## src/rtl/zero_pad_stream_if.sv

```systemverilog
// zero_pad_stream_if: pixel stream into and out of the zero-pad engine
interface zero_pad_stream_if #(parameter int DATA_W = 32);
    logic [DATA_W-1:0] in_data;
    logic              in_valid;
    logic              in_ready;
    logic [DATA_W-1:0] out_data;
    logic              out_valid;
    logic              out_ready;
    logic              out_last;
    modport master (output in_data, in_valid, out_ready, input in_ready, out_data, out_valid, out_last);
    modport slave  (input in_data, in_valid, out_ready, output in_ready, out_data, out_valid, out_last);
endinterface

```

## src/rtl/zero_pad_stream.sv

```systemverilog
// zero_pad_stream: streams a SIZE x SIZE map out as a dilated, zero-padded OUT x OUT map
module zero_pad_stream #(
    parameter int DATA_W = 32,
    parameter int SIZE   = 5,
    parameter int DILATE = 1,
    parameter int PAD    = 0
) (
    input  logic             clk,
    input  logic             reset,
    input  logic             en,
    input  logic             start,
    output logic             busy,
    output logic             done,
    zero_pad_stream_if.slave s
);
    localparam int OUT = 2*PAD + SIZE + (SIZE-1)*DILATE;
    localparam int CW  = $clog2(OUT+1);
    localparam int PW  = DILATE > 0 ? $clog2(DILATE+1) : 1;
    localparam logic [CW-1:0] L_OUT  = CW'(OUT);
    localparam logic [CW-1:0] L_LAST = CW'(OUT-1);
    localparam logic [CW-1:0] L_PAD  = CW'(PAD);
    localparam logic [CW-1:0] L_SPAN = CW'(OUT-2*PAD);
    localparam logic [PW-1:0] L_DIL  = PW'(DILATE);
    localparam logic [1:0] S_IDLE = 2'd0, S_RUN = 2'd1, S_DONE = 2'd2;

    logic [1:0]        r_state;
    logic [CW-1:0]     r_r, r_c, w_r_off, w_c_off, w_r_nxt, w_c_nxt;
    logic [PW-1:0]     r_pr, r_pc, w_pr_nxt, w_pc_nxt;
    logic [DATA_W-1:0] r_out_data;
    logic              r_out_valid, r_out_last;
    logic              w_run, w_row_in, w_col_in, w_data_pos, w_gen, w_room, w_load, w_xfer;

    // Offsets wrap to large values below PAD, so one compare covers both region edges.
    always_comb begin
        w_run      = en && r_state == S_RUN;
        w_r_off    = r_r - L_PAD;
        w_c_off    = r_c - L_PAD;
        w_row_in   = w_r_off < L_SPAN;
        w_col_in   = w_c_off < L_SPAN;
        w_data_pos = w_row_in && w_col_in && r_pr == '0 && r_pc == '0;
        w_gen      = r_r != L_OUT;
        w_room     = !r_out_valid || s.out_ready;
        w_load     = w_run && w_room && w_gen && (!w_data_pos || s.in_valid);
        w_xfer     = en && r_out_valid && s.out_ready;
        w_c_nxt    = r_c == L_LAST ? '0 : r_c + 1'b1;
        w_r_nxt    = r_r + 1'b1;
        w_pc_nxt   = w_c_nxt == L_PAD ? '0 : !w_col_in ? r_pc : r_pc == L_DIL ? '0 : r_pc + 1'b1;
        w_pr_nxt   = w_r_nxt == L_PAD ? '0 : !w_row_in ? r_pr : r_pr == L_DIL ? '0 : r_pr + 1'b1;
    end

    always_ff @(posedge clk) begin
        if (reset) begin
            r_state     <= S_IDLE;
            r_r         <= '0;
            r_c         <= '0;
            r_pr        <= '0;
            r_pc        <= '0;
            r_out_data  <= '0;
            r_out_valid <= 1'b0;
            r_out_last  <= 1'b0;
        end else if (en) begin
            if (r_state == S_IDLE && start) begin
                r_state <= S_RUN;
                r_r     <= '0;
                r_c     <= '0;
                r_pr    <= '0;
                r_pc    <= '0;
            end else if (r_state == S_RUN && w_xfer && r_out_last)
                r_state <= S_DONE;
            else if (r_state == S_DONE)
                r_state <= S_IDLE;
            if (w_load) begin
                r_out_data  <= w_data_pos ? s.in_data : '0;
                r_out_last  <= r_r == L_LAST && r_c == L_LAST;
                r_out_valid <= 1'b1;
                r_c         <= w_c_nxt;
                r_pc        <= w_pc_nxt;
                if (r_c == L_LAST) begin
                    r_r  <= w_r_nxt;
                    r_pr <= w_pr_nxt;
                end
            end else if (w_xfer)
                r_out_valid <= 1'b0;
        end
    end

    assign s.in_ready  = w_run && w_room && w_data_pos;
    assign s.out_data  = r_out_data;
    assign s.out_valid = r_out_valid;
    assign s.out_last  = r_out_last;
    assign busy        = r_state == S_RUN;
    assign done        = r_state == S_DONE;
endmodule

```

## src/flat_wrapper.sv

```systemverilog
// flat-port wrapper written by rule: the top's interface ports become plain ports
module zero_pad_stream_flat 
#(
    parameter int DATA_W = 32,
    parameter int SIZE   = 5,
    parameter int DILATE = 1,
    parameter int PAD    = 0
)
  (clk, reset, en, start, busy, done, s_in_data, s_in_valid, s_out_ready, s_in_ready, s_out_data, s_out_valid, s_out_last);
  zero_pad_stream_if #(.DATA_W(DATA_W)) s_i ();
  input  logic clk;
  input  logic reset;
  input  logic en;
  input  logic start;
  output logic busy;
  output logic done;
  input wire logic [$bits(s_i.in_data)-1:0] s_in_data;
  input wire logic [$bits(s_i.in_valid)-1:0] s_in_valid;
  input wire logic [$bits(s_i.out_ready)-1:0] s_out_ready;
  output wire logic [$bits(s_i.in_ready)-1:0] s_in_ready;
  output wire logic [$bits(s_i.out_data)-1:0] s_out_data;
  output wire logic [$bits(s_i.out_valid)-1:0] s_out_valid;
  output wire logic [$bits(s_i.out_last)-1:0] s_out_last;
  assign s_i.in_data = s_in_data;
  assign s_i.in_valid = s_in_valid;
  assign s_i.out_ready = s_out_ready;
  assign s_in_ready = s_i.in_ready;
  assign s_out_data = s_i.out_data;
  assign s_out_valid = s_i.out_valid;
  assign s_out_last = s_i.out_last;
  zero_pad_stream #(.DATA_W(DATA_W), .SIZE(SIZE), .DILATE(DILATE), .PAD(PAD)) u_core (.clk(clk), .reset(reset), .en(en), .start(start), .busy(busy), .done(done), .s(s_i));
endmodule
```

## config.mk

```make
export PLATFORM = sky130hd
export DESIGN_NAME = zero_pad_stream_flat
export DESIGN_NICKNAME = d
export VERILOG_FILES = /design/src/rtl/zero_pad_stream_if.sv /design/src/rtl/zero_pad_stream.sv /design/src/flat_wrapper.sv
export SDC_FILE = /design/constraint.sdc
export NUM_CORES = 1
export LEC_CHECK = 0
export CAP_MARGIN = 10
export CELL_PAD_IN_SITES_DETAIL_PLACEMENT = 0
export CELL_PAD_IN_SITES_GLOBAL_PLACEMENT = 1
export CORE_UTILIZATION = 30
export DETAILED_ROUTE_END_ITERATION = 6
export PLACE_DENSITY = 0.82
export SLEW_MARGIN = 30
export SYNTH_ARGS = -nofsm -noshare
export SYNTH_HDL_FRONTEND = slang
export SYNTH_SLANG_ARGS = --single-unit
```

## constraint.sdc

```tcl
create_clock -name clk -period 1.8 [get_ports clk]
set_input_delay 0.36 -clock clk [delete_from_list [all_inputs] [get_ports clk]]
set_output_delay 0.36 -clock clk [all_outputs]
set_load 0.005 [all_outputs]
```

==> results of run 1 <==
==> registers in the layout, indices dropped and copies added, names as in the netlist <==
name                cells
u_core.s.out_data      32
u_core.r_c              4
u_core.r_r              4
u_core.r_state          2
u_core.r_pc             1
u_core.r_pr             1
u_core.s.out_last       1
u_core.s.out_valid      1
==> logic make-up after synthesis <==
| kind of cell | Yosys count | share of synthesized area |
|---|---|---|
| DFF | 46 | 0.414 |
| buffers and inverters | 32 | 0.0653 |
| muxes | 15 | 0.0675 |
| AOI/OAI and AO/OA | 47 | 0.131 |
| xor gates and xnor gates | 2 | 0.00788 |
| and+or+nand+nor | 109 | 0.281 |
| adders and majority gates | 6 | 0.0338 |
==> final timing paths <==
check        cells after the start             startpoint               endpoint  slack (ns)
max                              6          u_core.r_r[1]             s_in_ready       -0.11
min                              2  u_core.s.out_data[18]  u_core.s.out_data[18]        0.47
max reg2reg                      9          u_core.r_r[1]   u_core.s.out_data[8]       -0.03
min reg2reg                      2  u_core.s.out_data[18]  u_core.s.out_data[18]        0.47
==> through the flow <==
stage | area, sq um | setup TNS, ns | std cells
2_1_floorplan | 2250 | -0.000681 | 257
3_3_place_gp | 3270 | -8.69 | 442
3_5_place_dp | 3270 | -9.72 | 442
4_1_cts | 3410 | -1.48 | 452
5_1_grt | 3510 | -4.66 | 456
6_report | 3510 | -0.259 | 456
==> worst max-delay path, stage by stage, from the launching register on <==
cell and delay [ns]:
dfxtp_2 0.33, inv_2 0.07, ha_4 0.15, nand2b_4 0.06, a221oi_4 0.28, and4_1 0.23
buf_2 0.12
==> synthesized netlist by cell type (all sizes together) (3+ instances only) <==
master,count,area (sq um)
a21oi,34,178
and2,13,81.3
buf,9,58.8
clkbuf,10,37.5
dfxtp,46,921
ha,6,75.1
inv,13,48.8
mux2i,15,150
nand2,6,22.5
nand2b,23,151
nand3,33,165
nand3b,5,37.5
nand4,3,33.8
nor2,17,63.8
o21ai,4,20.0
==> final cells by class <==
type / count / area [sq um] / share of cell area
multi-input combinational: 180 / 1220 / 0.348
timing repair buffer: 110 / 1090 / 0.312
sequential: 46 / 930 / 0.265
tap: 99 / 124 / 0.0353
clock buffer: 7 / 86.3 / 0.0246
inverter: 13 / 48.8 / 0.0139
clock inverter: 1 / 5.00 / 0.00143
==> routing by layer <==
metal / wire length (um) / up-vias
li1: - / 1068
met1: 2730 / 1002
met2: 2820 / 56
met3: 276 / 6
met4: 55 / 0
met5: 0 / -
==> cell usage in the layout, fill, tap and decap left out, types with 2 or more instances in the layout <==
cell	instances
a21oi_1	31
a21oi_2	2
a21oi_4	2
and2_1	13
and4_1	2
buf_12	2
buf_4	28
buf_6	3
clkbuf_16	3
clkbuf_8	6
clkdlybuf4s50_1	73
dfxtp_1	41
dfxtp_2	4
ha_1	3
ha_4	2
inv_1	9
inv_2	4
mux2i_1	15
nand2_1	6
nand2b_1	21
nand2b_4	2
nand3_1	33
nand3b_1	5
nand4_1	2
nor2_1	17
o21ai_0	4
xnor2_1	2
==> report_power, final <==
group	internal [mW]	total [mW]	switching (mW)
registers	1.03	1.05	0.0114
clock network	0.310	0.651	0.340
logic	0.172	0.278	0.106
total	1.52	1.97	0.457
==> what timing repair did <==
action,CTS,global route
endpoints found under the hold margin,0,0
buffers inserted,2,1
setup endpoints to repair,41,46
gates resized for setup,18,5
pin swaps,5,3
gates cloned,0,4
==> impl_results.md, run 1 <==
- Die Ht: 88.1 um
- Post-route setup slack: -0.106 ns
- Area Overhead vs Synth: 57.8%
- Tmin final: 1.91 ns
- Final Total Pwr: 1.97 mW
- Die width: 88.1 um
- Post-synth ARST share: 0
- Vias per inst: 4.68
- DR DRC count: 0
- Fmax: 0.525 GHz
- DP Wirelength: 3.92 mm
- Root buf cell: clkbuf_8
- Peak supply drop: 0.435 mV
- Initial antenna violation count: 0
- Synth Cell Area: 2220 sq um
- Number of synthesized flops with an enable pin: 0
- Required time worst endpoint: 1.44 ns
- Antenna cells: 0
- Core Rows: 31
- GRT overflow: 0
- Gr busiest metal: met2
- GR Util met2: 0.241
- Met1 Track Usage GR: 0.175
- Sequential share of the synthesized area: 0.414
- Die area: 7760 sq um
- CTS Buf Count: 5
- Hold slack: 0.468 ns
- Hold Crit Class: reg2reg
- DR pass1 iterations: 4
- Setup crit end kind: output port
- Syn Inst Count: 257
- Fill cell count: 731
- Gpl congestion: 0.819
- Most used DFF post-synth: dfxtp_1
- Pre-CTS setup slack: -0.341 ns
- PwrDens: 563 nW/um^2
- Share of cells above drive strength 1: 0.185
- Syn_nets: 301
- All-Layer GR Usage: 0.143
- First-pass GRT wire length: 8.65 mm
- Core area: 7210 sq um
- PortBufs: 74
- Fin crit share: 1.06
- Clock sinks: 46
- # hold bufs at CTS: 0
- Fin nets: 400
- Final cell utilization of the core: 0.486
- YS warnings: 0
- Worst Clk Skew: 0.0113 ns
- Vias in the first global route: 1960
- Worst Setup Start Kind: flop
- RSZ-0062 raised after global routing: yes
- Failing checks: negative setup slack
- Final setup viols: 11
- Slew Limit Fails: 0
- Max-Cap Viols: 0
- CTS tree: done
- Hold Vio Cnt, Final: 0
- Vias: 2132
- Routed wire per std cell: 12.9 um
- Static leakage: 1.23 nW
- Arrival @ worst endpoint: 1.55 ns
- CTS max path bufs: 2
- CP max FO: 2
- Synthesized area per cell: 8.65 sq um
- Met3 layer usage reported by global route: 0.0471
- Routed WL: 5.89 mm
- Slew HR: 0.786
- Status: finished, violations left
- CTS H-tree depth: 2
- Clock transition at the registers of the reported paths: 0.09 ns
- Distinct cell type count after synthesis: 39
- Setup CP Type: reg2out
- FF+latch count, synth: 46
- Worst skew pair latency: 0.30 ns
- Antenna Nets Post-Route: 0
- DRT iter0 DRCs: 69
- IO Pins: 75
- Largest net degree at the start of global routing: 46
- Worst-margin pin slew: 0.320 ns
- Initial Util: 0.308
Note: power is estimated with default switching activity, not from simulation.
==> inputs of run 2 (changes only) <==
--- a/config.mk
+++ b/config.mk
@@ -8,6 +8,7 @@
 export CAP_MARGIN = 10
 export CELL_PAD_IN_SITES_DETAIL_PLACEMENT = 0
 export CELL_PAD_IN_SITES_GLOBAL_PLACEMENT = 1
+export CORE_MARGIN = 2
 export CORE_UTILIZATION = 30
 export DETAILED_ROUTE_END_ITERATION = 6
 export PLACE_DENSITY = 0.82
==> run 2 against run 1 <==
  * The flow still finishes with violations (negative setup slack)
  * Sequential cell count stayed put
  * Combinational power grew 23%
  * Power grew 9.7%
  * Critical path type is now reg2reg
  * Largest cell class unchanged
==> impl_results.md, run 2 (synthesis results as in run 1) <==
- Vias: 2246 (was 2132)
- Die area: 8120 sq um (was 7760 sq um)
- Vias per inst: 4.79 (was 4.68)
- CP Cell Sequence: inv_2, ha_4, nand2b_4, a221oi_4, buf_4, buf_6, a21oi_4, buf_8, buf_12, mux2i_1, o31ai_1 (was inv_2, ha_4, nand2b_4, a221oi_4, and4_1, buf_2)
- CTS max path bufs: 2 (unchanged)
- Final setup viols: 40 (was 11)
- Arrival @ worst endpoint: 2.11 ns (was 1.55 ns)
- Clock sinks: 46 (unchanged)
- PwrDens: 535 nW/um^2 (was 563 nW/um^2)
- Initial antenna violation count: 0 (unchanged)
- CTS tree: done (unchanged)
- Slowest CP cell: dfxtp_2 (unchanged)
- Placed inst area: 3260 sq um (was 3270 sq um)
- Clock power share: 0.357 (was 0.330)
- Internal power: 1.66 mW (was 1.52 mW)
- Final Total Pwr: 2.16 mW (was 1.97 mW)
- Slew HR: 0.680 (was 0.786)
- Static leakage: 1.39 nW (was 1.23 nW)
- Total negative slack: -1.90 ns (was -0.259 ns)
- GRT overflow: 0 (unchanged)
- Final instance area: 4040 sq um (was 3510 sq um)
- Reg-to-reg startpoint: u_core.r_c[0] (was u_core.r_r[1])
- # hold bufs at CTS: 0 (unchanged)
- DR DRC count: 0 (unchanged)
- Area Overhead vs Synth: 81.9% (was 57.8%)
- Antenna Nets Post-Route: 0 (unchanged)
- Max-Cap Viols: 0 (unchanged)
- Antenna cells: 0 (unchanged)
- CTS H-tree depth: 2 (unchanged)
- Max FFs per register: 32 (unchanged)
- Net Sw Frac: 0.231 (was 0.232)
- Worst-margin pin slew: 0.478 ns (was 0.320 ns)
- Comb power frac: 0.158 (was 0.141)
- Root buf cell: clkbuf_8 (unchanged)
- Share of cells above drive strength 1: 0.338 (was 0.185)
- CP max stage delay: 0.33 ns (about the same)
- IO Pins: 75 (unchanged)
- All-Layer GR Usage: 0.139 (was 0.143)
- Gpl congestion: 0.748 (was 0.819)
- Worst Setup Start Kind: flop (unchanged)
- Bufs and invs on worst path: 5 (was 2)
- Routed WL: 7.23 mm (was 5.89 mm)
- Crit path max-delay family: buffers and inverters (was flip-flops)
- Tmin final: 1.90 ns (was 1.91 ns)
- Sequential share of power: 0.485 (was 0.530)
- Failing checks: negative setup slack (unchanged)
- Hold_sp: u_core.s.out_data[18] (unchanged)
- PortBufs: 74 (unchanged)
- RSZ-0062 raised after global routing: yes (unchanged)
- DP Wirelength: 3.94 mm (was 3.92 mm)
- Final std cells w/o fill: 469 (was 456)
- Clock transition at the registers of the reported paths: 0.09 ns (about the same)
- Hold Crit Class: reg2reg (unchanged)
- Fmax: 0.526 GHz (was 0.525 GHz)
- CTS Buf Count: 5 (unchanged)
- DR pass1 iterations: 4 (unchanged)
- Placed Cells: 437 (was 442)
- Slew Limit Fails: 0 (unchanged)
- Most common cell after layout, fill and taps aside: clkdlybuf4s50_1 (unchanged)
- DRT iter0 DRCs: 85 (was 69)
- Largest net degree at the start of global routing: 42 (was 46)
- Die width: 90.1 um (was 88.1 um)
- Setup CP Type: reg2reg (was reg2out)
- Required time worst endpoint: 2.01 ns (was 1.44 ns)
- Fin nets: 413 (was 400)
- Core area: 7210 sq um (unchanged)
- Routed wire per std cell: 15.4 um (was 12.9 um)
- Status: finished, violations left (unchanged)
- Setup crit end kind: flop (was output port)
- Die Ht: 90.1 um (was 88.1 um)
- Fin crit share: 1.06 (about the same)
- Worst Setup SP: u_core.r_c[0] (was u_core.r_r[1])
- Pre-CTS setup slack: -0.340 ns (was -0.341 ns)
- Peak supply drop: 0.383 mV (was 0.435 mV)
- Hold Vio Cnt, Final: 0 (unchanged)
- Vias in the first global route: 2019 (was 1960)
- First-pass GRT wire length: 9.37 mm (was 8.65 mm)
- Core Rows: 31 (unchanged)
- Post-route setup slack: -0.103 ns (was -0.106 ns)
- Initial Util: 0.308 (unchanged)
- Net switching power: 0.500 mW (was 0.457 mW)
- Commonest non-fill, non-tap cells in the layout: 72 x clkdlybuf4s50_1, 41 x dfxtp_1, 29 x buf_4 (was 73 x clkdlybuf4s50_1, 41 x dfxtp_1, 33 x nand3_1)
- Worst skew pair latency: 0.30 ns (about the same)
- CP max FO: 6 (was 2)
- Worst Clk Skew: 0.00658 ns (was 0.0113 ns)
run 2: worst reg2reg max path, stage by stage, from the launching register on:
cell and delay, ns:
dfxtp_2 0.33, inv_2 0.07, ha_4 0.14, nand2b_4 0.06
a221oi_4 0.29, buf_4 0.16, buf_6 0.11, a21oi_4 0.06
buf_8 0.15, buf_12 0.13, mux2i_1 0.11, o31ai_1 0.19
run 2: final cells by class:
class                      instances  area (sq um)
inverter                          13          48.8
sequential                        46           927
tap                               99           124
timing repair buffer             124          1370
clock buffer                       6          72.6
clock inverter                     2          37.5
fill                             641          3170
multi-input combinational        179          1470
run 2: path summary, 6_finish.rpt:
check | end | slack [ns] | cells past startpoint
worst max-delay path | u_core.r_c[2] | -0.10 | 11
worst min-delay path | u_core.s.out_data[18] | 0.47 | 2
worst max register to register | u_core.r_c[2] | -0.10 | 11
worst min register to register | u_core.s.out_data[18] | 0.47 | 2
run 2: through the flow:
stage,util,hold slack (ns)
6_report,0.561,0.473
5_1_grt,0.561,0.500
4_1_cts,0.484,0.471
3_5_place_dp,0.451,0.456
3_3_place_gp,0.451,0.452
2_1_floorplan,-,0.461
run 2: layer usage:
layer	track usage	routed length, um	vias to the layer above
li1	-	-	1099
met2	0.251	3830	65
met5	0	0	-
met4	0.0385	65	0
met1	0.165	3020	1075
met3	0.0319	305	7
run 2: what timing repair did:
item,in CTS,in global routing
setup buffers,9,6
gates resized for setup,23,54
gates cloned,0,11
pin swaps,9,33
endpoints found under the setup margin,42,37
run 2: power groups by stage:
stage                     sequential (mW)  combinational, mW  clock, mW
final                                1.05              0.343      0.772
after global routing                 1.05              0.364      0.829
after CTS                            1.05              0.272      0.797
after detailed placement             1.07              0.265          0
after global placement               1.07              0.264          0
after floorplan                      1.07              0.103          0
==> inputs of run 3 (changes only) <==
--- a/config.mk
+++ b/config.mk
@@ -5,6 +5,7 @@
 export SDC_FILE = /design/constraint.sdc
 export NUM_CORES = 1
 export LEC_CHECK = 0
+export ABC_CLOCK_PERIOD_IN_PS = 1800
 export CAP_MARGIN = 10
 export CELL_PAD_IN_SITES_DETAIL_PLACEMENT = 0
 export CELL_PAD_IN_SITES_GLOBAL_PLACEMENT = 1
==> constraint.sdc (replaced) <==
create_clock -name clk -period 1.8 [get_ports clk]
set_input_delay 0.36 -clock clk [delete_from_list [all_inputs] [get_ports clk]]
set_output_delay 0.36 -clock clk [all_outputs]
set_load 0.01 [all_outputs]
==> run 3 against run 2 <==
  * The run still ends with negative setup slack left
  * First-iteration DRC count down 22%
  * Utilization is 4.5 points lower
  * Sequential share of layout area is 2.0 points higher
  * Worst setup slack got worse by 0.018 ns
  * Via count shrank 5.1%
  * Global-route usage fell by 0.53 points
  * Critical endpoint is now s_in_ready
  * Largest cell class unchanged
  * Largest power group unchanged
==> impl_results.md, run 3 (synthesis results as in run 1) <==
- Fin nets: 402 (was 413)
- Largest net degree at the start of global routing: 52 (was 42)
- Post-route setup slack: -0.121 ns (was -0.103 ns)
- Tmin final: 1.92 ns (was 1.90 ns)
- R2R cell count: 11 (unchanged)
- Antenna Nets Post-Route: 0 (unchanged)
- Worst Clk Skew: 0.0118 ns (was 0.00658 ns)
- Status: finished, violations left (unchanged)
- Sequential cell area: 927 sq um (unchanged)
- Most common cell after layout, fill and taps aside: clkdlybuf4s50_1 (unchanged)
- R2R setup slack: -0.09 ns (was -0.10 ns)
- Core Rows: 31 (unchanged)
- Initial antenna violation count: 1 (was 0)
- Worst skew pair latency: 0.29 ns (was 0.30 ns)
- Slew HR: 0.752 (was 0.680)
- DRT iter0 DRCs: 66 (was 85)
- Hold Crit Class: in2reg (was reg2reg)
- Setup crit end kind: output port (was flop)
- Fill cell count: 689 (was 641)
- Hold slack: 0.310 ns (was 0.473 ns)
- Clock transition at the registers of the reported paths: 0.09 ns (about the same)
- PortBufs: 74 (unchanged)
- IO Pins: 75 (unchanged)
- DP Wirelength: 3.87 mm (was 3.94 mm)
- Vias: 2132 (was 2246)
- Required time worst endpoint: 1.44 ns (was 2.01 ns)
- Die Ht: 90.1 um (unchanged)
- Reg-to-reg startpoint: u_core.r_c[0] (unchanged)
- Fin crit share: 1.07 (was 1.06)
- Static leakage: 1.30 nW (was 1.39 nW)
- Setup CP Type: reg2out (was reg2reg)
- Worst Hold End: u_core.r_state[0] (was u_core.s.out_data[18])
- Die area: 8120 sq um (unchanged)
- GRT overflow: 0 (unchanged)
- Root buf cell: clkbuf_8 (unchanged)
- Vias per inst: 4.66 (was 4.79)
- Final cell utilization of the core: 0.515 (was 0.561)
- Failing checks: negative setup slack (unchanged)
- Final Total Pwr: 2.06 mW (was 2.16 mW)
- DR DRC count: 0 (unchanged)
- Max FFs per register: 32 (unchanged)
- CTS max path bufs: 2 (unchanged)
- Arrival @ worst endpoint: 1.56 ns (was 2.11 ns)
- Vias in the first global route: 1896 (was 2019)
- Hold Vio Cnt, Final: 0 (unchanged)
- CTS Buf Count: 5 (unchanged)
- Routed wire per std cell: 13.9 um (was 15.4 um)
- Commonest non-fill, non-tap cells in the layout: 71 x clkdlybuf4s50_1, 41 x dfxtp_1, 33 x nand3_1 (was 72 x clkdlybuf4s50_1, 41 x dfxtp_1, 29 x buf_4)
- Routed WL: 6.38 mm (was 7.23 mm)
- PwrDens: 555 nW/um^2 (was 535 nW/um^2)
- Worst Setup Start Kind: flop (unchanged)
- Gpl congestion: 0.742 (was 0.748)
- Core area: 7210 sq um (unchanged)
- Area Overhead vs Synth: 67.1% (was 81.9%)
- First-pass GRT wire length: 9.08 mm (was 9.37 mm)
- Fmax: 0.521 GHz (was 0.526 GHz)
- All-Layer GR Usage: 0.134 (was 0.139)
- Clock sinks: 46 (unchanged)
- Share of cells above drive strength 1: 0.265 (was 0.338)
- Multi-input gate area: 1350 sq um (was 1470 sq um)
- Hold_sp: reset (was u_core.s.out_data[18])
- CP max FO: 2 (was 6)
- CTS H-tree depth: 2 (unchanged)
- Final setup viols: 41 (was 40)
- Placed inst area: 3220 sq um (was 3260 sq um)
- Worst-margin pin slew: 0.371 ns (was 0.478 ns)
- CTS tree: done (unchanged)
- R2R Path End: u_core.r_c[0] (was u_core.r_c[2])
- Antenna cells: 0 (unchanged)
- Hold path cells: 2 (unchanged)
- Die width: 90.1 um (unchanged)
- RSZ-0062 raised after global routing: yes (unchanged)
- DR pass1 iterations: 4 (unchanged)
- Initial Util: 0.308 (unchanged)
- Max-Cap Viols: 0 (unchanged)
- Slew Limit Fails: 0 (unchanged)
- Peak supply drop: 0.502 mV (was 0.383 mV)
- Final instance area: 3720 sq um (was 4040 sq um)
==> run 3: cell count changes in the layout (fill, tap and decap cells not counted), moves of 3 or more <==
cell       delta
a21oi_1       +8
a21oi_2       -8
buf_12        -3
buf_4         -4
buf_6         +4
clkbuf_16     -5
nand2b_1      +4
nand2b_4      -4
nand3_1       +7
nand3_2       -6
==> run 3: cell type report <==
cell class / instances / area share
Multi-Input combinational cell: 179 / 0.363
Clock buffer: 7 / 0.0259
Sequential cell: 46 / 0.249
Timing Repair Buffer: 113 / 0.312
Clock inverter: 1 / 0.00236
Tap cell: 99 / 0.0333
Inverter: 13 / 0.0131
==> run 3: worst max path at each step <==
stage	from	endpoint	slack [ns]	cells after the start
2_1_floorplan	u_core.r_c[1]	s_in_ready	0.002	6
3_3_place_gp	s_out_ready	s_in_ready	-0.37	4
3_5_place_dp	s_out_ready	s_in_ready	-0.38	4
4_1_cts	u_core.r_r[1]	u_core.r_c[1]	-0.12	10
5_1_grt	u_core.r_r[1]	u_core.s.out_data[23]	-0.20	10
6_report	u_core.r_c[0]	s_in_ready	-0.12	6
==> run 3: through the flow <==
stage	setup TNS, ns	instances	setup WS, ns
2_1_floorplan	0	257	0.00231
3_3_place_gp	-9.00	436	-0.373
3_5_place_dp	-10.04	436	-0.377
4_1_cts	-2.78	446	-0.118
5_1_grt	-5.69	458	-0.195
6_report	-2.41	458	-0.121
==> run 3: metal layers <==
layer / share of wire / up-vias / routed length (um) / global-route usage
li1: - / 1078 / - / -
met1: 0.44 / 998 / 2780 / 0.167
met2: 0.51 / 50 / 3240 / 0.230
met3: 0.047 / 6 / 297 / 0.0394
met4: 0.0086 / 0 / 55 / 0.0256
met5: 0 / - / 0 / 0
==> run 3: critical path, cell delays in order (launching register included) <==
cell      delay (ns)
dfxtp_2         0.34
inv_2           0.07
ha_4            0.13
nand2b_4        0.06
a221oi_4        0.32
and4_4          0.26
buf_6           0.10
==> run 3: what timing repair did <==
item / in CTS / in global routing
setup endpoints to repair: 46 / 45
gates cloned: 1 / 6
setup buffers: 1 / 6
resized for setup: 14 / 30
hold endpoints to repair: 0 / 0
pin swaps: 3 / 17
hold buffers: 0 / 0
==> run 3: where the power goes <==
| group | internal, mW | switching (mW) |
|---|---|---|
| Combinational | 0.185 | 0.118 |
| Clock | 0.353 | 0.359 |
| Sequential | 1.04 | 0.0134 |
